**config.mk**
```make
export PLATFORM = sky130hd
export DESIGN_NAME = cpu_axi_bridge_flat
export DESIGN_NICKNAME = d
export VERILOG_FILES = /design/src/rtl/cpu_axi_bridge_pkg.sv /design/src/rtl/cpu_axi_bridge_if.sv /design/src/rtl/cpu_axi_bridge.sv /design/src/flat_wrapper.sv
export SDC_FILE = /design/constraint.sdc
export NUM_CORES = 1
export LEC_CHECK = 0
export ABC_CLOCK_PERIOD_IN_PS = 2200
export CAP_MARGIN = 10
export CORE_AREA = 2 2 177 179
export CTS_CLUSTER_SIZE = 14
export DETAILED_ROUTE_END_ITERATION = 10
export DIE_AREA = 0 0 179 181
export PLACE_DENSITY_LB_ADDON = 0.15
export SYNTH_ARGS = -nofsm -noshare
export SYNTH_HDL_FRONTEND = slang
export SYNTH_SLANG_ARGS = --single-unit
```
**constraint.sdc**
```tcl
create_clock -name clk -period 2.2 [get_ports clk]
set_input_delay 0.44 -clock clk [delete_from_list [all_inputs] [get_ports clk]]
set_output_delay 0.44 -clock clk [all_outputs]
set_load 0.1 [all_outputs]
```
**src/rtl/cpu_axi_bridge_pkg.sv**
```systemverilog
// Shared definitions for the CPU SRAM-to-AXI3 bridge: FSM encodings, owner tags
// and the fixed AXI field values used for single-beat transfers.
package cpu_axi_bridge_pkg;

    typedef enum logic [1:0] {R_IDLE = 2'd0, R_AR = 2'd1, R_R = 2'd2, R_RESP = 2'd3} rd_state_t;
    typedef enum logic [1:0] {W_IDLE = 2'd0, W_SEND = 2'd1, W_B = 2'd2, W_RESP = 2'd3} wr_state_t;

    localparam logic OWNER_INST = 1'b0;
    localparam logic OWNER_DATA = 1'b1;

    localparam logic [7:0] AXI_LEN   = 8'd0;
    localparam logic [1:0] AXI_BURST = 2'b01;
    localparam logic [1:0] AXI_LOCK  = 2'b00;
    localparam logic [3:0] AXI_CACHE = 4'b0000;
    localparam logic [2:0] AXI_PROT  = 3'b000;

    function automatic logic [3:0] axi_id(input logic owner);
        return {3'b000, owner};
    endfunction

endpackage

```
**src/rtl/cpu_axi_bridge_if.sv**
```systemverilog
// CPU-side SRAM ports and AXI3 master channels of the bridge; the master modport
// is the bridge's view, the slave modport is the view of the CPU/crossbar side.
interface cpu_axi_bridge_if;

    logic        inst_sram_req, inst_sram_wr;
    logic [1:0]  inst_sram_size;
    logic [3:0]  inst_sram_wstrb;
    logic [31:0] inst_sram_addr, inst_sram_wdata;
    logic        inst_sram_addr_ok, inst_sram_data_ok;
    logic [31:0] inst_sram_addr_ok_addr, inst_sram_rdata;

    logic        data_sram_req, data_sram_wr;
    logic [1:0]  data_sram_size;
    logic [3:0]  data_sram_wstrb;
    logic [31:0] data_sram_addr, data_sram_wdata;
    logic        data_sram_addr_ok, data_sram_data_ok;
    logic [31:0] data_sram_rdata;

    logic [3:0]  arid, awid, wid, rid, bid;
    logic [31:0] araddr, awaddr, wdata, rdata;
    logic [7:0]  arlen, awlen;
    logic [2:0]  arsize, awsize, arprot, awprot;
    logic [1:0]  arburst, awburst, arlock, awlock, rresp, bresp;
    logic [3:0]  arcache, awcache, wstrb;
    logic        arvalid, arready, rlast, rvalid, rready;
    logic        awvalid, awready, wlast, wvalid, wready, bvalid, bready;

    modport master (
        input  inst_sram_req, inst_sram_wr, inst_sram_size, inst_sram_wstrb,
               inst_sram_addr, inst_sram_wdata,
        output inst_sram_addr_ok, inst_sram_addr_ok_addr, inst_sram_data_ok, inst_sram_rdata,
        input  data_sram_req, data_sram_wr, data_sram_size, data_sram_wstrb,
               data_sram_addr, data_sram_wdata,
        output data_sram_addr_ok, data_sram_data_ok, data_sram_rdata,
        output arid, araddr, arlen, arsize, arburst, arlock, arcache, arprot, arvalid,
        input  arready,
        input  rid, rdata, rresp, rlast, rvalid,
        output rready,
        output awid, awaddr, awlen, awsize, awburst, awlock, awcache, awprot, awvalid,
        input  awready,
        output wid, wdata, wstrb, wlast, wvalid,
        input  wready,
        input  bid, bresp, bvalid,
        output bready
    );

    modport slave (
        output inst_sram_req, inst_sram_wr, inst_sram_size, inst_sram_wstrb,
               inst_sram_addr, inst_sram_wdata,
        input  inst_sram_addr_ok, inst_sram_addr_ok_addr, inst_sram_data_ok, inst_sram_rdata,
        output data_sram_req, data_sram_wr, data_sram_size, data_sram_wstrb,
               data_sram_addr, data_sram_wdata,
        input  data_sram_addr_ok, data_sram_data_ok, data_sram_rdata,
        input  arid, araddr, arlen, arsize, arburst, arlock, arcache, arprot, arvalid,
        output arready,
        output rid, rdata, rresp, rlast, rvalid,
        input  rready,
        input  awid, awaddr, awlen, awsize, awburst, awlock, awcache, awprot, awvalid,
        output awready,
        input  wid, wdata, wstrb, wlast, wvalid,
        output wready,
        output bid, bresp, bvalid,
        input  bready
    );

endinterface

```
**src/rtl/cpu_axi_bridge.sv**
```systemverilog
// Bridges the CPU instruction and data SRAM-like ports onto one AXI3 master,
// one read and one write in flight, data reads ahead of instruction fetch.
//
// state  | meaning
// R_IDLE | no read outstanding, may accept a read
// R_AR   | presenting read address, waiting for arready
// R_R    | waiting for rvalid, rdata captured on handshake
// R_RESP | owner's data_ok pulse with captured rdata
// W_IDLE | no write outstanding, may accept a write
// W_SEND | aw and w channels offered, each retires on its own handshake
// W_B    | waiting for bvalid
// W_RESP | data_sram_data_ok pulse
module cpu_axi_bridge
    import cpu_axi_bridge_pkg::*;
(
    input  logic             clk,
    input  logic             resetn,
    cpu_axi_bridge_if.master bus
);

    rd_state_t   r_state, r_next;
    wr_state_t   w_state, w_next;
    logic        inst_busy, data_busy;
    logic [31:0] rd_addr, rd_data;
    logic [1:0]  rd_size;
    logic        rd_owner;
    logic [31:0] wr_addr, wr_data;
    logic [1:0]  wr_size;
    logic [3:0]  wr_strb;
    logic        aw_done, w_done;
    logic        data_rd_pending, inst_accept, data_accept, rd_start, wr_start;
    logic        unused_inputs;

    assign unused_inputs = ^{bus.inst_sram_wr, bus.inst_sram_wstrb, bus.inst_sram_wdata,
                             bus.rid, bus.rresp, bus.rlast, bus.bid, bus.bresp};

    // Reads wait for W_IDLE so a load can never overtake an earlier store.
    assign data_rd_pending = bus.data_sram_req & ~bus.data_sram_wr & ~data_busy;
    assign data_accept = resetn & bus.data_sram_req & ~data_busy & (w_state == W_IDLE)
                       & (bus.data_sram_wr | (r_state == R_IDLE));
    assign inst_accept = resetn & bus.inst_sram_req & ~inst_busy & (r_state == R_IDLE)
                       & (w_state == W_IDLE) & ~data_rd_pending;
    assign rd_start = inst_accept | (data_accept & ~bus.data_sram_wr);
    assign wr_start = data_accept & bus.data_sram_wr;

    always_ff @(posedge clk or negedge resetn) begin
        if (!resetn) begin
            r_state <= R_IDLE;
            w_state <= W_IDLE;
        end else begin
            r_state <= r_next;
            w_state <= w_next;
        end
    end

    always_comb begin
        r_next = r_state;
        case (r_state)
            R_IDLE:  if (rd_start)   r_next = R_AR;
            R_AR:    if (bus.arready) r_next = R_R;
            R_R:     if (bus.rvalid)  r_next = R_RESP;
            R_RESP:  r_next = R_IDLE;
            default: r_next = R_IDLE;
        endcase
    end

    always_comb begin
        w_next = w_state;
        case (w_state)
            W_IDLE:  if (wr_start) w_next = W_SEND;
            W_SEND:  if ((aw_done | bus.awready) & (w_done | bus.wready)) w_next = W_B;
            W_B:     if (bus.bvalid) w_next = W_RESP;
            W_RESP:  w_next = W_IDLE;
            default: w_next = W_IDLE;
        endcase
    end

    always_ff @(posedge clk or negedge resetn) begin
        if (!resetn) begin
            rd_addr  <= '0;
            rd_size  <= '0;
            rd_owner <= OWNER_INST;
            rd_data  <= '0;
            wr_addr  <= '0;
            wr_size  <= '0;
            wr_strb  <= '0;
            wr_data  <= '0;
            aw_done  <= 1'b0;
            w_done   <= 1'b0;
        end else begin
            if (rd_start) begin
                rd_addr  <= inst_accept ? bus.inst_sram_addr : bus.data_sram_addr;
                rd_size  <= inst_accept ? bus.inst_sram_size : bus.data_sram_size;
                rd_owner <= inst_accept ? OWNER_INST : OWNER_DATA;
            end
            if (r_state == R_R && bus.rvalid)
                rd_data <= bus.rdata;
            if (wr_start) begin
                wr_addr <= bus.data_sram_addr;
                wr_size <= bus.data_sram_size;
                wr_strb <= bus.data_sram_wstrb;
                wr_data <= bus.data_sram_wdata;
                aw_done <= 1'b0;
                w_done  <= 1'b0;
            end else if (w_state == W_SEND) begin
                if (bus.awready) aw_done <= 1'b1;
                if (bus.wready)  w_done  <= 1'b1;
            end
        end
    end

    always_ff @(posedge clk or negedge resetn) begin
        if (!resetn) begin
            inst_busy <= 1'b0;
            data_busy <= 1'b0;
        end else begin
            if (inst_accept)
                inst_busy <= 1'b1;
            else if (r_state == R_RESP && rd_owner == OWNER_INST)
                inst_busy <= 1'b0;
            if (data_accept)
                data_busy <= 1'b1;
            else if ((r_state == R_RESP && rd_owner == OWNER_DATA) || w_state == W_RESP)
                data_busy <= 1'b0;
        end
    end

    assign bus.inst_sram_addr_ok      = inst_accept;
    assign bus.inst_sram_addr_ok_addr = inst_accept ? bus.inst_sram_addr : 32'd0;
    assign bus.inst_sram_data_ok      = (r_state == R_RESP) && (rd_owner == OWNER_INST);
    assign bus.inst_sram_rdata        = rd_data;
    assign bus.data_sram_addr_ok      = data_accept;
    assign bus.data_sram_data_ok      = ((r_state == R_RESP) && (rd_owner == OWNER_DATA))
                                      || (w_state == W_RESP);
    assign bus.data_sram_rdata        = rd_data;

    assign bus.arid    = axi_id(rd_owner);
    assign bus.araddr  = rd_addr;
    assign bus.arlen   = AXI_LEN;
    assign bus.arsize  = {1'b0, rd_size};
    assign bus.arburst = AXI_BURST;
    assign bus.arlock  = AXI_LOCK;
    assign bus.arcache = AXI_CACHE;
    assign bus.arprot  = AXI_PROT;
    assign bus.arvalid = (r_state == R_AR);
    assign bus.rready  = (r_state == R_R);

    assign bus.awid    = axi_id(OWNER_DATA);
    assign bus.awaddr  = wr_addr;
    assign bus.awlen   = AXI_LEN;
    assign bus.awsize  = {1'b0, wr_size};
    assign bus.awburst = AXI_BURST;
    assign bus.awlock  = AXI_LOCK;
    assign bus.awcache = AXI_CACHE;
    assign bus.awprot  = AXI_PROT;
    assign bus.awvalid = (w_state == W_SEND) && !aw_done;
    assign bus.wid     = axi_id(OWNER_DATA);
    assign bus.wdata   = wr_data;
    assign bus.wstrb   = wr_strb;
    assign bus.wlast   = 1'b1;
    assign bus.wvalid  = (w_state == W_SEND) && !w_done;
    assign bus.bready  = (w_state == W_B);

endmodule

```
**src/flat_wrapper.sv**
```systemverilog
// flat-port wrapper written by rule: the top's interface ports become plain ports
module cpu_axi_bridge_flat import cpu_axi_bridge_pkg::*;
  (clk, resetn, bus_inst_sram_req, bus_inst_sram_wr, bus_inst_sram_size, bus_inst_sram_wstrb, bus_inst_sram_addr, bus_inst_sram_wdata, bus_inst_sram_addr_ok, bus_inst_sram_addr_ok_addr, bus_inst_sram_data_ok, bus_inst_sram_rdata, bus_data_sram_req, bus_data_sram_wr, bus_data_sram_size, bus_data_sram_wstrb, bus_data_sram_addr, bus_data_sram_wdata, bus_data_sram_addr_ok, bus_data_sram_data_ok, bus_data_sram_rdata, bus_arid, bus_araddr, bus_arlen, bus_arsize, bus_arburst, bus_arlock, bus_arcache, bus_arprot, bus_arvalid, bus_arready, bus_rid, bus_rdata, bus_rresp, bus_rlast, bus_rvalid, bus_rready, bus_awid, bus_awaddr, bus_awlen, bus_awsize, bus_awburst, bus_awlock, bus_awcache, bus_awprot, bus_awvalid, bus_awready, bus_wid, bus_wdata, bus_wstrb, bus_wlast, bus_wvalid, bus_wready, bus_bid, bus_bresp, bus_bvalid, bus_bready);
  cpu_axi_bridge_if bus_i ();
  input  logic clk;
  input  logic resetn;
  input wire logic [$bits(bus_i.inst_sram_req)-1:0] bus_inst_sram_req;
  input wire logic [$bits(bus_i.inst_sram_wr)-1:0] bus_inst_sram_wr;
  input wire logic [$bits(bus_i.inst_sram_size)-1:0] bus_inst_sram_size;
  input wire logic [$bits(bus_i.inst_sram_wstrb)-1:0] bus_inst_sram_wstrb;
  input wire logic [$bits(bus_i.inst_sram_addr)-1:0] bus_inst_sram_addr;
  input wire logic [$bits(bus_i.inst_sram_wdata)-1:0] bus_inst_sram_wdata;
  output wire logic [$bits(bus_i.inst_sram_addr_ok)-1:0] bus_inst_sram_addr_ok;
  output wire logic [$bits(bus_i.inst_sram_addr_ok_addr)-1:0] bus_inst_sram_addr_ok_addr;
  output wire logic [$bits(bus_i.inst_sram_data_ok)-1:0] bus_inst_sram_data_ok;
  output wire logic [$bits(bus_i.inst_sram_rdata)-1:0] bus_inst_sram_rdata;
  input wire logic [$bits(bus_i.data_sram_req)-1:0] bus_data_sram_req;
  input wire logic [$bits(bus_i.data_sram_wr)-1:0] bus_data_sram_wr;
  input wire logic [$bits(bus_i.data_sram_size)-1:0] bus_data_sram_size;
  input wire logic [$bits(bus_i.data_sram_wstrb)-1:0] bus_data_sram_wstrb;
  input wire logic [$bits(bus_i.data_sram_addr)-1:0] bus_data_sram_addr;
  input wire logic [$bits(bus_i.data_sram_wdata)-1:0] bus_data_sram_wdata;
  output wire logic [$bits(bus_i.data_sram_addr_ok)-1:0] bus_data_sram_addr_ok;
  output wire logic [$bits(bus_i.data_sram_data_ok)-1:0] bus_data_sram_data_ok;
  output wire logic [$bits(bus_i.data_sram_rdata)-1:0] bus_data_sram_rdata;
  output wire logic [$bits(bus_i.arid)-1:0] bus_arid;
  output wire logic [$bits(bus_i.araddr)-1:0] bus_araddr;
  output wire logic [$bits(bus_i.arlen)-1:0] bus_arlen;
  output wire logic [$bits(bus_i.arsize)-1:0] bus_arsize;
  output wire logic [$bits(bus_i.arburst)-1:0] bus_arburst;
  output wire logic [$bits(bus_i.arlock)-1:0] bus_arlock;
  output wire logic [$bits(bus_i.arcache)-1:0] bus_arcache;
  output wire logic [$bits(bus_i.arprot)-1:0] bus_arprot;
  output wire logic [$bits(bus_i.arvalid)-1:0] bus_arvalid;
  input wire logic [$bits(bus_i.arready)-1:0] bus_arready;
  input wire logic [$bits(bus_i.rid)-1:0] bus_rid;
  input wire logic [$bits(bus_i.rdata)-1:0] bus_rdata;
  input wire logic [$bits(bus_i.rresp)-1:0] bus_rresp;
  input wire logic [$bits(bus_i.rlast)-1:0] bus_rlast;
  input wire logic [$bits(bus_i.rvalid)-1:0] bus_rvalid;
  output wire logic [$bits(bus_i.rready)-1:0] bus_rready;
  output wire logic [$bits(bus_i.awid)-1:0] bus_awid;
  output wire logic [$bits(bus_i.awaddr)-1:0] bus_awaddr;
  output wire logic [$bits(bus_i.awlen)-1:0] bus_awlen;
  output wire logic [$bits(bus_i.awsize)-1:0] bus_awsize;
  output wire logic [$bits(bus_i.awburst)-1:0] bus_awburst;
  output wire logic [$bits(bus_i.awlock)-1:0] bus_awlock;
  output wire logic [$bits(bus_i.awcache)-1:0] bus_awcache;
  output wire logic [$bits(bus_i.awprot)-1:0] bus_awprot;
  output wire logic [$bits(bus_i.awvalid)-1:0] bus_awvalid;
  input wire logic [$bits(bus_i.awready)-1:0] bus_awready;
  output wire logic [$bits(bus_i.wid)-1:0] bus_wid;
  output wire logic [$bits(bus_i.wdata)-1:0] bus_wdata;
  output wire logic [$bits(bus_i.wstrb)-1:0] bus_wstrb;
  output wire logic [$bits(bus_i.wlast)-1:0] bus_wlast;
  output wire logic [$bits(bus_i.wvalid)-1:0] bus_wvalid;
  input wire logic [$bits(bus_i.wready)-1:0] bus_wready;
  input wire logic [$bits(bus_i.bid)-1:0] bus_bid;
  input wire logic [$bits(bus_i.bresp)-1:0] bus_bresp;
  input wire logic [$bits(bus_i.bvalid)-1:0] bus_bvalid;
  output wire logic [$bits(bus_i.bready)-1:0] bus_bready;
  assign bus_i.inst_sram_req = bus_inst_sram_req;
  assign bus_i.inst_sram_wr = bus_inst_sram_wr;
  assign bus_i.inst_sram_size = bus_inst_sram_size;
  assign bus_i.inst_sram_wstrb = bus_inst_sram_wstrb;
  assign bus_i.inst_sram_addr = bus_inst_sram_addr;
  assign bus_i.inst_sram_wdata = bus_inst_sram_wdata;
  assign bus_inst_sram_addr_ok = bus_i.inst_sram_addr_ok;
  assign bus_inst_sram_addr_ok_addr = bus_i.inst_sram_addr_ok_addr;
  assign bus_inst_sram_data_ok = bus_i.inst_sram_data_ok;
  assign bus_inst_sram_rdata = bus_i.inst_sram_rdata;
  assign bus_i.data_sram_req = bus_data_sram_req;
  assign bus_i.data_sram_wr = bus_data_sram_wr;
  assign bus_i.data_sram_size = bus_data_sram_size;
  assign bus_i.data_sram_wstrb = bus_data_sram_wstrb;
  assign bus_i.data_sram_addr = bus_data_sram_addr;
  assign bus_i.data_sram_wdata = bus_data_sram_wdata;
  assign bus_data_sram_addr_ok = bus_i.data_sram_addr_ok;
  assign bus_data_sram_data_ok = bus_i.data_sram_data_ok;
  assign bus_data_sram_rdata = bus_i.data_sram_rdata;
  assign bus_arid = bus_i.arid;
  assign bus_araddr = bus_i.araddr;
  assign bus_arlen = bus_i.arlen;
  assign bus_arsize = bus_i.arsize;
  assign bus_arburst = bus_i.arburst;
  assign bus_arlock = bus_i.arlock;
  assign bus_arcache = bus_i.arcache;
  assign bus_arprot = bus_i.arprot;
  assign bus_arvalid = bus_i.arvalid;
  assign bus_i.arready = bus_arready;
  assign bus_i.rid = bus_rid;
  assign bus_i.rdata = bus_rdata;
  assign bus_i.rresp = bus_rresp;
  assign bus_i.rlast = bus_rlast;
  assign bus_i.rvalid = bus_rvalid;
  assign bus_rready = bus_i.rready;
  assign bus_awid = bus_i.awid;
  assign bus_awaddr = bus_i.awaddr;
  assign bus_awlen = bus_i.awlen;
  assign bus_awsize = bus_i.awsize;
  assign bus_awburst = bus_i.awburst;
  assign bus_awlock = bus_i.awlock;
  assign bus_awcache = bus_i.awcache;
  assign bus_awprot = bus_i.awprot;
  assign bus_awvalid = bus_i.awvalid;
  assign bus_i.awready = bus_awready;
  assign bus_wid = bus_i.wid;
  assign bus_wdata = bus_i.wdata;
  assign bus_wstrb = bus_i.wstrb;
  assign bus_wlast = bus_i.wlast;
  assign bus_wvalid = bus_i.wvalid;
  assign bus_i.wready = bus_wready;
  assign bus_i.bid = bus_bid;
  assign bus_i.bresp = bus_bresp;
  assign bus_i.bvalid = bus_bvalid;
  assign bus_bready = bus_i.bready;
  cpu_axi_bridge u_core (.clk(clk), .resetn(resetn), .bus(bus_i));
endmodule
```
# ---- After elaboration in Yosys (flattened, before gate mapping)
# Index checks and enable logic that the tools add are counted.
dict set report op_classes {
  div_mod_pow 0
  eq_ne 12
  magnitude_cmp 0
  addsub 0
  n_mul 0
  shift 0
  n_reduce_logical 19
  muxes 22
  bitwise_logic 23
}
# op count
set op_table {}
lappend op_table {{$mux 32} 2}
lappend op_table {{$pmux 2 s4} 2}
lappend op_table {{$and 1x1->1} 14}
lappend op_table {{$mux 2} 7}
lappend op_table {{$mux 1} 11}
lappend op_table {{$reduce_bool 2->1} 5}
lappend op_table {{$eq 2x2->1 const B} 4}
lappend op_table {{$ne 2x1->1 const B} 4}
lappend op_table {{$reduce_and 3->1} 2}
lappend op_table {{$logic_and 1x1->1} 5}
lappend op_table {{$not 1->1} 5}
lappend op_table {{$eq 2x1->1 const B} 2}
lappend op_table {{$logic_not 2->1} 2}
lappend op_table {{$ne 2x2->1 const B} 2}
lappend op_table {{$or 1x1->1} 4}
lappend op_table {{$reduce_and 2->1} 2}
lappend op_table {{$logic_not 1->1} 2}
lappend op_table {{$logic_or 1x1->1} 1}
dict set report totals {
  out_inout_bits 262
  latchBits 0
  wordCells 90
  mem_count 0
  mem_bits_rw 0
  register_bits 145
  rom_bits 0
}

# ---- Depth between registers and ports, before layout
dict set report depth {
  ltp_word 8
  depth_mapped 8
}

# ---- Least setup slack after synthesis
# OpenSTA, ideal clock, no wires.
dict set report synth_path {
  path_type {reg2reg}
  start {reg u_core.w_state[1]}
  end {reg u_core.w_state[1]}
  path_slack_ps -719
  stages_incl_launch_ff 7
  setup_ps 128
  t_arrival_ps 2791
  path_cell_list {dfrtp_1 inv_1 ha_1 nor2b_1 a22o_1 a221o_1 mux2_1}
}
dict set report synth_via {
  elab_chain_len 6
  word_cells_on_any_way 12
  cone_classes {eq/ne (6); mux (1); bitwise (3); reduce/logical (2)}
}
# element line_no
set synth_lines {}
lappend synth_lines {{start: declaration} cpu_axi_bridge.sv:22} ;# wr_state_t w_state, w_next;
lappend synth_lines {{start signal: assignment} cpu_axi_bridge.sv:52} ;# w_state <= w_next;
lappend synth_lines {{$logic_not 2->1} {cpu_axi_bridge.sv:39, cpu_axi_bridge.sv:69}}
lappend synth_lines {{$and 1x1->1} cpu_axi_bridge.sv:39} ;# assign data_accept = resetn & bus.data_sram_req & ~data_busy & (w_state == W_IDLE)
lappend synth_lines {{$and 1x1->1} cpu_axi_bridge.sv:40} ;# & (bus.data_sram_wr | (r_state == R_IDLE));
lappend synth_lines {{$and 1x1->1} cpu_axi_bridge.sv:44} ;# assign wr_start = data_accept & bus.data_sram_wr;
lappend synth_lines {{$ne 2x1->1 (no line)} -}
lappend synth_lines {{$reduce_and 3->1 (no line)} -}
# Parallel ways exist; a longest one is shown, timed or not.
# A chain may end at the register's enable or synchronous reset.

# ---- Worst setup path in the final report
dict set report layout_path {
  start {reg u_core.w_state[0]}
  end {out bus_inst_sram_addr_ok_addr[16]}
}
dict set report layout_via {
  elab_chain_len 4
}
# element line_no
set layout_lines {}
lappend layout_lines {{$logic_not 2->1} cpu_axi_bridge.sv:42} ;# & (w_state == W_IDLE) & ~data_rd_pending;
lappend layout_lines {{$and 1x1->1 (2 in a row)} cpu_axi_bridge.sv:42}
lappend layout_lines {{$mux 32} cpu_axi_bridge.sv:129} ;# assign bus.inst_sram_addr_ok_addr = inst_accept ? bus.inst_sram_addr : 32'd0;
lappend layout_lines {{end: declaration} flat_wrapper.sv:14} ;# output wire logic [$bits(bus_i.inst_sram_addr_ok_addr)-1:0] bus_inst_sram_addr_ok_addr;
# Every way passes these cells.

==> summary.txt <==
CP Class: flip-flop to output pin
Vias/cell: 3.878
Met2 wire len: 11710 um
Synth warn: 0
Die area: 32400 um^2
CTS tree: done
H-tree depth: 4
Die width: 179 um
Failing checks: negative setup slack
N_diodes: 0
Worst slew pin tran: 0.9275 ns
Max Buffers Root-to-Sink: 2
Hpwl dp: 15580 um
1st-pass router iterations: 4
Total Neg Setup Slack: -12.06 ns
Number of max-cap violations: 0
Synthesized area per cell: 10.21 um^2
Status: complete, but fails checks
RSZ-0062 raised after global routing: true
CP endpoint kind: output pin
Net count, final: 1255
Cell variety after synth: 29
Num rows: 64
CTS root buf: clkbuf_16
Final GP Congestion: 0.7129
Seq/Total Area, Yosys: 0.5390
Final setup fails: 68
CTS Hold Buffers Added: 0
Routed vias: 5654
Worst-path fanout max: 8
WL final: 23800 um
Area growth syn-to-layout: 77.08%
Antenna Violating Nets Remaining: 0
Clock Latency Late Sink: 0.42 ns
Global-route wire length before repair: 34150 um
Fmax: 0.3937 GHz
Worst relative slew slack: 0.3817
Tot GR Track Use: 0.1401
Max-slew violations: 0
DRC violations left: 0
TritonCTS buffer count: 17
Fin worst setup slack: -0.3400 ns
Initial core utilization: 0.2218
Metal3 WL: 1913 um
Final hold vios: 0
Tmin final: 2.540 ns
Sequential cell area: 3628 um^2
WP data arrival: 2.10 ns
Port-buffer cells: 355
Initial antenna violation count: 0
Type of the tightest min-delay check: input port to asynchronous set/reset pin
Filler cells: 3020
Synthesized area: 6731 um^2
Cell area after layout: 11920 um^2
Metal1 wirelength: 9970 um
Share of layout cells above drive strength 1: 0.3832
Synth Instances: 659
Clock Skew: 0.01566 ns
Initial DRC Count: 190
Tcrit/Tclk final: 1.155
Wire per inst: 16.32 um
Core ar.: 30350 um^2
Number of global-route vias before repair: 5615
Area post-placement: 10670 um^2
Largest net degree at the start of global routing: 146
CTS sink count: 145
Die H: 181 um
Top routing layer in use: met4
Post-synthesis sequential element count: 145
Worst Setup Start Kind: flip-flop
Multi-input gate area: 2676 um^2
Grt total ovfl: 0
Register clock-pin slew on the reported worst setup and hold paths: 0.07 ns
Top Ports: 458
Worst Path Required: 1.76 ns
[cell type report]
class / instances / share of cell area
multi-input cells: 439 / 0.2245
repair buffers: 435 / 0.3756
clock inverters: 12 / 0.01218
flip-flops and latches: 145 / 0.3044
inverters: 11 / 0.003464
clock buffers: 20 / 0.03831
well taps: 396 / 0.04157
[critical path, stage by stage, from the launching register on]
cell and delay [ns]:
dfrtp_1 0.39, inv_2 0.09, ha_4 0.15, nand3_4 0.07, a311oi_4 0.26, buf_12 0.21, clkbuf_16 0.18, and2_4 0.16
buf_12 0.17
[cells in the mapped netlist]
master | count | area, um^2
nor2_1 | 9 | 33.78
o22ai_1 | 1 | 6.260
o21ai_0 | 3 | 15.01
mux2_2 | 33 | 371.6
a22o_1 | 1 | 8.760
nand2b_1 | 2 | 12.51
nor2b_1 | 3 | 18.77
a21oi_1 | 2 | 10.01
buf_2 | 5 | 25.02
ha_1 | 10 | 125.1
nor3b_1 | 1 | 7.510
mux2_1 | 1 | 11.26
o221ai_1 | 1 | 8.760
clkbuf_1 | 18 | 67.56
or2_1 | 1 | 6.260
and2_1 | 32 | 200.2
nand2_1 | 213 | 799.5
mux2i_1 | 36 | 360.4
inv_1 | 11 | 41.29
nand4b_1 | 1 | 8.760
conb_1 | 2 | 7.510
a311oi_2 | 1 | 15.01
o21bai_1 | 33 | 247.7
a221o_1 | 1 | 10.01
nand3_1 | 1 | 5.000
dfrtp_1 | 145 | 3628
buf_4 | 88 | 660.6
buf_1 | 3 | 11.26
a21o_1 | 1 | 7.510
[metrics by stage]
stage | hold slack [ns] | setup WS [ns] | std cells | util
after floorplan | 0.1444 | -0.1404 | 709 | -
after global placement | 0.4587 | -0.3244 | 1386 | 0.3517
after detailed placement | 0.4630 | -0.3164 | 1386 | 0.3517
after CTS | 0.3598 | -0.4051 | 1433 | 0.3804
after global routing | 0.3475 | -0.4197 | 1458 | 0.3928
final | 0.2589 | -0.3400 | 1458 | 0.3928
[kinds of logic after synthesis]
group | Yosys count | share of synthesized area
simple gates | 263 | 0.1623
flops | 145 | 0.5390
buf+inv | 125 | 0.1197
mux | 70 | 0.1104
compound gates | 44 | 0.04889
fa+ha+maj | 10 | 0.01859
other cells | 2 | 0.001116
[layer usage]
metal / GRT usage / up-vias
met2: 0.2308 / 228
li1: - / 2751
met4: 0.03154 / 0
met1: 0.1725 / 2664
met5: 0 / -
met3: 0.05366 / 11
[flip-flops by register name, indices dropped and copies added, names as in the netlist]
signal / cells
u_core.wr_size: 2
u_core.bus.wstrb: 4
u_core.inst_busy: 1
u_core.rd_owner: 1
u_core.aw_done: 1
u_core.w_state: 2
u_core.bus.wdata: 32
u_core.w_done: 1
u_core.data_busy: 1
u_core.bus.awaddr: 32
u_core.bus.data_sram_rdata: 32
u_core.bus.araddr: 32
u_core.r_state: 2
u_core.rd_size: 2
[layout by cell type, fill, tap and decap left out, drive strengths merged, types with 3 or more instances in the layout]
cell type      Yosys  routed
buf               96     283
nand2            213     213
dfrtp            145     145
clkdlybuf4s50      0     144
conb               2      52
mux2i             36      36
mux2              34      34
o21bai            33      33
and2              32      32
clkbuf            18      26
inv               11      16
ha                10      10
nor2               9       9
clkinv             0       3
nor2b              3       3
o21ai              3       3
[final timing paths]
| kind | start | end | slack (ns) | cells past startpoint |
|---|---|---|---|---|
| worst min-delay path | resetn | u_core.data_busy | 0.26 | 3 |
| worst max register to register | u_core.w_state[0] | u_core.bus.araddr[23] | -0.10 | 13 |
| worst max-delay path | u_core.w_state[0] | bus_inst_sram_addr_ok_addr[16] | -0.34 | 8 |
| min in group clk | u_core.bus.awaddr[1] | u_core.bus.awaddr[1] | 0.47 | 2 |
| max in group asynchronous | resetn | u_core.bus.data_sram_rdata[9] | 1.19 | 3 |
| worst min register to register | u_core.bus.awaddr[1] | u_core.bus.awaddr[1] | 0.47 | 2 |
[repair_timing]
| item | in CTS | in global routing |
|---|---|---|
| gates cloned | 3 | 7 |
| pin swaps | 9 | 31 |
| resized for setup | 35 | 28 |
| endpoints found under the setup margin | 34 | 70 |
| buffers inserted | 12 | 18 |
Power is left out: the tool's default activity adds up to more than one toggle a clock period on the data nets, which glitch-free logic cannot reach.
